File: config.mk
export PLATFORM = sky130hd
export DESIGN_NAME = fsm_controller_mc_flat
export DESIGN_NICKNAME = d
export VERILOG_FILES = /design/src/rtl/fsm_controller_mc_if.sv /design/src/rtl/fsm_controller_mc.sv /design/src/flat_wrapper.sv
export SDC_FILE = /design/constraint.sdc
export NUM_CORES = 1
export LEC_CHECK = 0
export ABC_AREA = 1
export CORE_ASPECT_RATIO = 0.9
export CORE_UTILIZATION = 25
export CTS_CLUSTER_SIZE = 12
export DETAILED_ROUTE_END_ITERATION = 8
export PLACE_DENSITY = 0.4
export RECOVER_POWER = 50
export SLEW_MARGIN = 10
export SYNTH_ARGS = -nofsm -noshare
export SYNTH_HDL_FRONTEND = slang
export SYNTH_SLANG_ARGS = --single-unit
File: constraint.sdc
create_clock -name clk -period 3.6 [get_ports clk]
set_clock_uncertainty 0.15 [all_clocks]
set_input_delay 0.54 -clock clk [delete_from_list [all_inputs] [get_ports clk]]
set_output_delay 0.54 -clock clk [all_outputs]
set_load 0.02 [all_outputs]
File: src/rtl/fsm_controller_mc_if.sv
// Command/acquisition/UART handshake bundle between the temperature-sensor
// controller (master side) and the surrounding datapath (slave side).
interface fsm_controller_mc_if #(
   parameter int N_BYTES = 2,
   parameter int N_CH    = 4
);
   localparam int SEL_W = (N_BYTES > 1) ? $clog2(N_BYTES) : 1;
   localparam int CH_W  = (N_CH > 1) ? $clog2(N_CH) : 1;

   logic             sum_ready;
   logic             tx_busy;
   logic             rx_ready;
   logic [7:0]       rx_data;
   logic             sum_en;
   logic             tx_send;
   logic [SEL_W-1:0] send_sel;
   logic [CH_W-1:0]  ch_sel;
   logic             cont_mode;
   logic             cmd_err;

   modport master (
      input  sum_ready, tx_busy, rx_ready, rx_data,
      output sum_en, tx_send, send_sel, ch_sel, cont_mode, cmd_err
   );

   modport slave (
      output sum_ready, tx_busy, rx_ready, rx_data,
      input  sum_en, tx_send, send_sel, ch_sel, cont_mode, cmd_err
   );
endinterface

File: src/rtl/fsm_controller_mc.sv
// Multi-channel ring-oscillator sensor controller: decodes UART commands,
// gates the accumulator and streams an N_BYTES result frame with paced sends.
module fsm_controller_mc #(
   parameter int N_BYTES    = 2,
   parameter int GAP_CYCLES = 100,
   parameter int TIMER_W    = 16,
   parameter int N_CH       = 4
) (
   input logic                 clk,
   input logic                 reset,
   fsm_controller_mc_if.master bus
);
   localparam int SEL_W = (N_BYTES > 1) ? $clog2(N_BYTES) : 1;
   localparam int CH_W  = (N_CH > 1) ? $clog2(N_CH) : 1;
   localparam logic [SEL_W-1:0]   LAST_IDX = SEL_W'(N_BYTES - 1);
   localparam logic [TIMER_W-1:0] GAP_T    = TIMER_W'(GAP_CYCLES);

   typedef enum logic [2:0] {
      IDLE,
      DECODE,
      WAIT_SUM,
      SEND,
      WAIT_SEND
   } state_t;

   state_t             state;
   state_t             state_next;
   logic [7:0]         cmd;
   logic               pend;
   logic [TIMER_W-1:0] timer;
   logic [SEL_W-1:0]   byte_idx;
   logic [CH_W-1:0]    ch_reg;
   logic               cont_reg;

   logic               sum_en;
   logic               tx_send;
   logic               cmd_err;
   logic [SEL_W-1:0]   send_sel;
   logic               pend_clr;
   logic               byte_clr;
   logic               byte_inc;
   logic               ch_load;
   logic               cont_load;
   logic               cont_val;
   logic               ch_cmd;
   logic               gap_done;

   // 0x10+k selects channel k only when that channel exists
   assign ch_cmd   = (cmd[7:4] == 4'h1) && (int'({28'd0, cmd[3:0]}) < N_CH);
   assign gap_done = (timer >= GAP_T) && !bus.tx_busy;

   // Next-state and Moore outputs; all strobes decode registered state only
   always_comb begin
      state_next = state;
      sum_en     = 1'b0;
      tx_send    = 1'b0;
      cmd_err    = 1'b0;
      send_sel   = '0;
      pend_clr   = 1'b0;
      byte_clr   = 1'b0;
      byte_inc   = 1'b0;
      ch_load    = 1'b0;
      cont_load  = 1'b0;
      cont_val   = 1'b0;
      case (state)
         IDLE: begin
            if (pend) state_next = DECODE;
         end
         DECODE: begin
            pend_clr   = 1'b1;
            state_next = IDLE;
            case (cmd)
               8'h00: begin
                  cont_load  = 1'b1;
                  cont_val   = 1'b1;
                  state_next = WAIT_SUM;
               end
               8'h01: begin
                  cont_load  = 1'b1;
                  state_next = WAIT_SUM;
               end
               8'h02: begin
                  cont_load = 1'b1;
               end
               default: begin
                  if (ch_cmd) ch_load = 1'b1;
                  else        cmd_err = 1'b1;
               end
            endcase
         end
         WAIT_SUM: begin
            sum_en = 1'b1;
            // A new command aborts the acquisition before a result is taken
            if (pend) begin
               state_next = DECODE;
            end else if (bus.sum_ready) begin
               byte_clr   = 1'b1;
               state_next = SEND;
            end
         end
         SEND: begin
            tx_send    = 1'b1;
            send_sel   = byte_idx;
            state_next = WAIT_SEND;
         end
         WAIT_SEND: begin
            send_sel = byte_idx;
            if (gap_done) begin
               if (byte_idx < LAST_IDX) begin
                  byte_inc   = 1'b1;
                  state_next = SEND;
               end else if (pend) begin
                  state_next = DECODE;
               end else if (cont_reg) begin
                  state_next = WAIT_SUM;
               end else begin
                  state_next = IDLE;
               end
            end
         end
         default: state_next = IDLE;
      endcase
   end

   always_ff @(posedge clk or negedge reset) begin
      if (!reset) state <= IDLE;
      else        state <= state_next;
   end

   // Newest byte wins; a byte landing during DECODE keeps pend set
   always_ff @(posedge clk or negedge reset) begin
      if (!reset) begin
         cmd  <= 8'h00;
         pend <= 1'b0;
      end else begin
         if (bus.rx_ready) begin
            cmd  <= bus.rx_data;
            pend <= 1'b1;
         end else if (pend_clr) begin
            pend <= 1'b0;
         end
      end
   end

   always_ff @(posedge clk or negedge reset) begin
      if (!reset) begin
         timer <= '0;
      end else if (state_next != state) begin
         timer <= '0;
      end else if (timer != '1) begin
         timer <= timer + TIMER_W'(1);
      end
   end

   always_ff @(posedge clk or negedge reset) begin
      if (!reset) begin
         byte_idx <= '0;
         ch_reg   <= '0;
         cont_reg <= 1'b0;
      end else begin
         if (byte_clr)      byte_idx <= '0;
         else if (byte_inc) byte_idx <= byte_idx + SEL_W'(1);
         if (ch_load)   ch_reg   <= cmd[CH_W-1:0];
         if (cont_load) cont_reg <= cont_val;
      end
   end

   assign bus.sum_en    = sum_en;
   assign bus.tx_send   = tx_send;
   assign bus.send_sel  = send_sel;
   assign bus.ch_sel    = ch_reg;
   assign bus.cont_mode = cont_reg;
   assign bus.cmd_err   = cmd_err;

   // Send and error strobes must never stretch past one cycle
   assert property (@(posedge clk) disable iff (!reset) tx_send |=> !tx_send);
   assert property (@(posedge clk) disable iff (!reset) cmd_err |=> !cmd_err);
endmodule
File: src/flat_wrapper.sv
// flat-port wrapper written by rule: the top's interface ports become plain ports
module fsm_controller_mc_flat 
#(
   parameter int N_BYTES    = 2,
   parameter int GAP_CYCLES = 100,
   parameter int TIMER_W    = 16,
   parameter int N_CH       = 4
)
  (clk, reset, bus_sum_ready, bus_tx_busy, bus_rx_ready, bus_rx_data, bus_sum_en, bus_tx_send, bus_send_sel, bus_ch_sel, bus_cont_mode, bus_cmd_err);
  fsm_controller_mc_if #(.N_BYTES(N_BYTES), .N_CH(N_CH)) bus_i ();
  input logic clk;
  input logic reset;
  input wire logic [$bits(bus_i.sum_ready)-1:0] bus_sum_ready;
  input wire logic [$bits(bus_i.tx_busy)-1:0] bus_tx_busy;
  input wire logic [$bits(bus_i.rx_ready)-1:0] bus_rx_ready;
  input wire logic [$bits(bus_i.rx_data)-1:0] bus_rx_data;
  output wire logic [$bits(bus_i.sum_en)-1:0] bus_sum_en;
  output wire logic [$bits(bus_i.tx_send)-1:0] bus_tx_send;
  output wire logic [$bits(bus_i.send_sel)-1:0] bus_send_sel;
  output wire logic [$bits(bus_i.ch_sel)-1:0] bus_ch_sel;
  output wire logic [$bits(bus_i.cont_mode)-1:0] bus_cont_mode;
  output wire logic [$bits(bus_i.cmd_err)-1:0] bus_cmd_err;
  assign bus_i.sum_ready = bus_sum_ready;
  assign bus_i.tx_busy = bus_tx_busy;
  assign bus_i.rx_ready = bus_rx_ready;
  assign bus_i.rx_data = bus_rx_data;
  assign bus_sum_en = bus_i.sum_en;
  assign bus_tx_send = bus_i.tx_send;
  assign bus_send_sel = bus_i.send_sel;
  assign bus_ch_sel = bus_i.ch_sel;
  assign bus_cont_mode = bus_i.cont_mode;
  assign bus_cmd_err = bus_i.cmd_err;
  fsm_controller_mc #(.N_BYTES(N_BYTES), .GAP_CYCLES(GAP_CYCLES), .TIMER_W(TIMER_W), .N_CH(N_CH)) u_core (.clk(clk), .reset(reset), .bus(bus_i));
endmodule
* Yosys cells after proc, flatten, opt, wreduce, memory -nomap -nowiden
Cells that the tools add are included.
** Word-level totals
- Output and inout bits :: 7
- Register bits after elaboration :: 32
** Cells by class
- Muxes and demuxes :: 35
- Add/sub/neg operators :: 2
- Reduce and logical (&&, ||, !) cells :: 11
- Magnitude comparators :: 3
- Equality and inequality tests :: 9
** Operators by type and width (number)
- 16-bit 2-to-1 mux :: 2
- 1-bit 2-to-1 mux :: 24
- 3-bit 2-to-1 mux :: 6
- 16-bit by 1-bit adder with 16-bit output (second input constant) :: 1
- 16-bit by 7-bit >= comparator with 1-bit output (second input constant) :: 1
- 16-bit inequality test (second input constant) :: 1
- 3-bit one-hot mux with 5 select lines :: 1
- 8-bit by 1-bit equality test with 1-bit output (second input constant) :: 1
- 8-bit by 2-bit equality test with 1-bit output (second input constant) :: 1
- 8-bit zero test :: 1
- 3-bit by 2-bit equality test with 1-bit output (second input constant) :: 2
- 2-bit nonzero test :: 3
- 4-bit by 1-bit equality test with 1-bit output (second input constant) :: 1
- 4-bit by 3-bit < comparator with 1-bit output (second input constant) :: 1
- 2-bit 2-to-1 mux :: 2
- 2-bit OR reduction :: 2
- 3-bit by 1-bit equality test with 1-bit output (second input constant) :: 1
- 3-bit equality test (second input constant) :: 1
- 3-bit zero test :: 1
- 3-bit inequality test :: 1
- 3-bit OR reduction :: 1
- 1-bit logical AND :: 2
- 1-bit adder (second input constant) :: 1
- 1-bit zero test :: 1
- 1-bit < comparator (second input constant) :: 1

* Longest topological paths before layout
Gate-level depths: netlist (run 1).
- Depth after elaboration :: 7
- Depth in mapped cells :: 12
- Depth with buffers taken out :: 11

* Worst setup path before layout (run 1)
No wires, ideal clock.
- Path kind :: reg2out
- From :: register u_core.state[0]
- To :: output port bus_send_sel
- Data arrival time :: 1.517 ns
- Setup slack :: 1.393 ns
- Data required time :: 2.910 ns
- Stages on the path, launching flop included :: 5
- Cell sequence :: dfrtp_1 > inv_1 > nor3_1 > nor2_1 > nor2_1
** Between the ends
- Cells in the longest elaborated chain, start to end :: 3
** RTL lines
- from (decl) :: line fsm_controller_mc.sv:26 : state_t state;
- from (signal assigned) :: line fsm_controller_mc.sv:127 : else state <= state_next;
- 3-bit by 2-bit equality test with 1-bit output or 3-bit equality test (tied branches) :: line fsm_controller_mc.sv:65 : case (state)
- 2-bit OR reduction (no line) *
- 1-bit 2-to-1 mux * :: line fsm_controller_mc.sv:65
- to (decl) :: line flat_wrapper.sv:19 : output wire logic [$bits(bus_i.send_sel)-1:0] bus_send_sel;
Mark *: on every way between the ends. The rest lies on a longest branch, timed or not.

* Worst setup path after layout (run 1)
Same ends and word-level chain as after synthesis.

==> results.md, run 1 <==
- Hold Path Sink: u_core.bus.ch_sel[0]
- Seq/Total Area, Yosys: 45.9%
- Yosys warns: 0
- Met1 wire length: 1.85 mm
- First-pass GRT wire length: 6.35 mm
- Ports: 20
- RePlAce Congestion: 0.713
- Achievable Freq: 374 MHz
- Post-synth cell types: 30
- Setup TNS: 0 ps
- Post-CTS sizing: 0
- Post-Syn Nets: 230
- Outcome: complete, but fails checks
- Reg-to-Reg End: u_core.timer[5]
- Worst Tran Pin Value: 1760 ps
- Clock sink total: 32
- Tcrit/Tclk final: 74.2%
- Initial core utilization: 26.2%
- Post-route ant nets: 0
- Die area: 0.00731 mm^2
- Gate power share: 23.6%
- Largest area contributor in the netlist: dfrtp_1
- Cell with the most instances after synthesis: nand2_1
- Area grow syn2layout: 23.0%
- Worst-path maximum fanout: 4
- NetSw: 0.000329 W
- RSZ-0062 raised after global routing: no
- Vias in the first global route: 1372
- Final instance area: 0.00214 mm^2
- Nets@finish: 254
- First-pass DRT Iterations: 4
- Core area: 0.00666 mm^2
- # setup viols final: 0
- CTS root buf: clkbuf_8
- Non-filler instance count after layout: 330
- Largest net degree at the start of global routing: 33
- Number of standard cells after synthesis: 215
- FF+latch count, synth: 32
- Layout cells sized above 1: 12.9%
- Rows: 28
- Worst-skew pair later-pin latency: 280 ps
- Met2 routed wirelength: 1.51 mm
- Top Layer Used: met4
- Power per cell area: 499 mW/mm^2
- Initial antenna violation count: 0
- Die Wd: 90.0 um
- Max-slew violation count: 33
- Hold Vio Cnt, Final: 0
- Worst setup path class: register to output port
- DP Area: 0.00203 mm^2
- Sw frac: 30.8%
- H-tree levels: 2
- Max clock buf depth: 2
- Cell-internal power: 0.000740 W
- Die Ht: 81.2 um
- Clock power share: 35.6%
- WL final: 3.55 mm
- Setup crit end kind: output port
- Worst R2R Setup Slack: 1460 ps
- Hold Path Depth: 2
- Asr flop ratio synth: 100%
- Post-CTS Hold Buffers: 0
- Worst IR Drop VDD: 0.229 mV
- Maxcap violations: 1
- Clock-pin slew on the worst setup and hold paths: 70 ps
- Mapped Avg Cell Area: 8.11 um^2
- DRC viols: 0
- RR Startpoint: u_core.timer[0]
- Synth top area share: 45.9%
- Met3 wire len: 137 um
- Avg Vias per Cell: 4.13
- Port Buffers: 19
- DR iter-0 viols: 90
- Post-synth EDFFs: 0
- Via count: 1364
- Minimum clock period: 2670 ps
- Max_slew headroom: -17.6%
- Worst R2R Path Depth: 11
- Arrival time at the worst endpoint: 1980 ps
- GRT Total Usage: 11.3%
- Leakage power: 0.962 nW
- Post-synth top cells: nand2_1, dfrtp_1, inv_1
- Seq pwr share: 40.7%
- Required time worst endpoint: 2910 ps
- Top cells by area, synth: dfrtp_1, nand2_1, inv_1
- Hold_sp: u_core.bus.ch_sel[0]
- CTS tree: done
- Mapped Area: 0.00174 mm^2
- CTS Buf Count: 5
- # placed instances: 322
- Top_reg_cell synth: dfrtp_1
- Failing checks: max-capacitance violations, max-slew violations
- Critical Path Source Type: register
- Postcts setup bufs: 0
- Worst hold-check path type: register to register
- Antenna Cells: 0
- GR Overflow Total: 0
- Hpwl dp: 2.55 mm
- Routed len/inst: 10.8 um
[cells in the final DEF, fill, tap and decap left out, drive strengths merged]
cell type      synthesis  final
nor2                  36     36
nor4                   1      1
nand2                 50     50
dlygate4sd3            0      1
clkbuf                 1      8
clkdlybuf4s50          0     18
bufinv                 0      1
o21bai                 1      1
dfrtp                 32     32
inv                   30     30
xor2                   6      6
ha                     2      2
mux2                   1      1
nand4                  7      7
nand3                 13     13
a21oi                  3      3
nor3                   9      9
a22oi                  1      1
clkinv                 1      1
xnor2                  2      2
o21ai                 16     16
o211ai                 1      1
[state kept, by name, summed over array words and instances (netlist names)]
signal,cells
u_core.timer,16
u_core.cmd,8
u_core.state,3
u_core.bus.ch_sel,2
u_core.bus.cont_mode,1
u_core.byte_idx,1
u_core.pend,1
[worst max-delay path, cell delays in order (launching register included)]
cell	delay [ps]
dfrtp_1	400
inv_1	90
nor3_1	430
nor2_1	70
nor2_1	100
clkdlybuf4s50_1	610
[routing by layer]
metal / vias up / GRT usage [%]
li1: 727 / -
met1: 600 / 14.4
met2: 30 / 18.0
met3: 7 / 2.81
met4: 0 / 5.32
met5: - / 0
[layout make-up]
class | instances | area [um^2]
Clock buffer | 7 | 96.3
Clock inverter | 1 | 30.0
Fill cell | 733 | 4510
Inverter | 31 | 116
Multi-Input combinational cell | 149 | 793
Sequential cell | 32 | 801
Tap cell | 90 | 113
Timing Repair Buffer | 20 | 194
[worst max path at each step]
stage,startpoint,end,cells past startpoint
after floorplan,u_core.state[0],bus_send_sel,4
after global placement,u_core.state[0],bus_send_sel,5
after detailed placement,u_core.state[0],bus_send_sel,5
after CTS,u_core.state[0],bus_send_sel,5
after global routing,reset,u_core.timer[9],2
final,u_core.state[0],bus_send_sel,5
[logic make-up (layout without fill, tap and decap cells)]
group | count (synthesis) | count (layout) | synth area share (%)
xor+xnor | 8 | 8 | 4.02
fa+ha+maj | 2 | 2 | 1.44
flops | 32 | 32 | 45.9
mux | 1 | 1 | 0.646
buf+inv | 34 | 59 | 7.97
compound gates | 22 | 22 | 7.61
simple gates | 116 | 116 | 32.4
[power groups by stage]
stage | clock network, W | registers [W] | logic (W)
after floorplan | 0 | 0.000448 | 0.000170
after global placement | 0 | 0.000443 | 0.000264
after detailed placement | 0 | 0.000442 | 0.000263
after CTS | 0.000398 | 0.000436 | 0.000265
after global routing | 0.000412 | 0.000441 | 0.000288
final | 0.000381 | 0.000436 | 0.000253
[metrics by stage]
stage | setup WS, ps | total power, W | hold WS (ps) | util [%]
finish | 928 | 0.00107 | 357 | 32.2
global route | 704 | 0.00114 | 384 | 32.2
CTS | 899 | 0.00110 | 359 | 32.4
detailed placement | 1260 | 0.000706 | 331 | 30.5
global placement | 1270 | 0.000707 | 342 | 30.5
floorplan | 1390 | 0.000618 | 94.4 | -
Note: power is estimated with default switching activity, not from simulation.
==> run 2, diff against run 1 <==
- clock period: 3.6 -> 2.7 ns (I/O delays scaled with it)
==> run 2 against run 1 <==
The flow now finishes without violations. Routed wire length down 1.6%. Core utilization decreased by 0.45 points. Sequential cell count is the same. Setup slack lost 790 ps. Largest cell class is now multi-input gates. Critical path depth is the same. Critical path type unchanged. Die area unchanged.
==> results.md, run 2 (synthesis results as in run 1) <==
- Outcome: finished clean
- Required time worst endpoint: 2140 ps
- Max_slew headroom: 45.4%
- Hold_sp: u_core.bus.ch_sel[1]
- Crit-path cells: inv_1 -> nor3_1 -> nor2_1 -> nor2_1 -> clkdlybuf4s50_1
- WL final: 3.49 mm
- Worst-path maximum fanout: 4
- Achievable Freq: 391 MHz
- CTS tree: done
- Setup crit end kind: output port
- First-pass GRT wire length: 6.08 mm
- Die Ht: 81.2 um
- Critical path's slowest cell: clkdlybuf4s50_1
- Area grow syn2layout: 21.2%
- Critical path's largest stage delay: 610 ps
- Rows: 28
- Most frequent cells in the layout: nand2_1, dfrtp_1, inv_1, nor2_1, clkdlybuf4s50_1
- RePlAce Congestion: 0.736
- Regs by FF count: u_core.timer x16, u_core.cmd x8, u_core.state x3
- Max FFs per register: 16
- Worst IR Drop VDD: 0.322 mV
- Arrival time at the worst endpoint: 2000 ps
- CP most frequent cell: nor2_1
- Maxcap violations: 0
- DRC viols: 0
- Layout cells sized above 1: 13.8%
- Post-CTS sizing: 0
- H-tree levels: 2
- Worst-skew pair later-pin latency: 280 ps
- Hold Vio Cnt, Final: 0
- Antenna Cells: 0
- CTS Buf Count: 5
- Vias in the first global route: 1346
- Crit. Startpoint: u_core.state[0]
- Ports: 20
- RSZ-0062 raised after global routing: no
- Power per cell area: 599 mW/mm^2
- DR iter-0 viols: 63
- Minimum clock period: 2560 ps
- DP Area: 0.00204 mm^2
- Post-CTS Hold Buffers: 0
- Via count: 1369
- GRT Total Usage: 10.7%
- # setup viols final: 0
- Critical Path Source Type: register
- Avg Vias per Cell: 4.15
- Initial core utilization: 26.2%
- # placed instances: 323
- First-pass DRT Iterations: 4
- Worst hold-check path type: register to register
- Post-route ant nets: 0
- RR Startpoint: u_core.timer[0]
- Routed len/inst: 10.6 um
- Worst setup path class: register to output port
- Final instance area: 0.00211 mm^2
- Tcrit/Tclk final: 94.8%
- Postcts setup bufs: 0
- Hpwl dp: 2.56 mm
- Setup TNS: 0 ps
- Clock sink total: 32
- Nets@finish: 255
- Die area: 0.00731 mm^2
- Clock-pin slew on the worst setup and hold paths: 60 ps
- CTS root buf: clkbuf_8
- Die Wd: 90.0 um
- Non-filler instance count after layout: 330
- GR Overflow Total: 0
- Commonest non-fill, non-tap cell in the layout: nand2_1
- Largest net degree at the start of global routing: 33
- Worst Tran Pin Value: 819 ps
- Max clock buf depth: 2
- Leakage power: 0.958 nW
- Reg with most FFs: u_core.timer
- Initial antenna violation count: 0
- Max-slew violation count: 0
- Port Buffers: 19
- Core area: 0.00666 mm^2
[run 2: changes by cell type in the layout (fill, tap and decap cells not counted), sizes merged]
cell / before / now
buf: 0 / 1
bufinv: 1 / 0
clkbuf: 8 / 7
clkdlybuf4s50: 18 / 17
clkinv: 1 / 2
dlygate4sd3: 1 / 2
[run 2: where the power goes]
| part | switching (W) | total (W) | internal [W] |
|---|---|---|---|
| combinational | 0.000214 | 0.000342 | 0.000128 |
| sequential | 0.0000466 | 0.000582 | 0.000535 |
| clock | 0.000167 | 0.000342 | 0.000175 |
[run 2: path summary, 6_finish.rpt]
kind | endpoint | slack [ps] | cells past startpoint
max in group asynchronous | u_core.state[0] | 1280 | 2
min | u_core.bus.ch_sel[1] | 350 | 2
max | bus_send_sel | 140 | 5
min reg2reg | u_core.bus.ch_sel[1] | 350 | 2
min in group asynchronous | u_core.timer[3] | 600 | 2
max reg2reg | u_core.timer[5] | 560 | 11
[run 2: layout make-up]
cell class / instances / area, um^2
inverter: 31 / 116
timing repair buffer: 21 / 203
fill: 752 / 4540
sequential: 32 / 801
clock inverter: 1 / 5.00
multi-input combinational: 149 / 803
clock buffer: 6 / 72.6
tap: 90 / 113
[run 2: per-layer routing]
metal	GRT usage [%]	wire (um)	vias up
li1	-	-	730
met1	13.8	1830	611
met2	16.9	1470	21
met3	3.00	137	7
met4	4.84	59	0
met5	0	0	-
[run 2: stage by stage]
step | hold slack, ps | setup slack [ps] | total power [W] | util, %
after floorplan | -40.6 | 628 | 0.000824 | -
after global placement | 342 | 487 | 0.000945 | 30.6
after detailed placement | 328 | 449 | 0.000941 | 30.6
after CTS | 357 | 116 | 0.00130 | 31.8
after global routing | 415 | 3.56 | 0.00136 | 31.7
final | 352 | 140 | 0.00127 | 31.7
[run 2: critical path: cells and delay by family, from the launching register on]
kind | cells | cell delay [ps]
flip-flops | 1 | 400
buffers and inverters | 2 | 700
AND/OR/NAND/NOR | 3 | 640
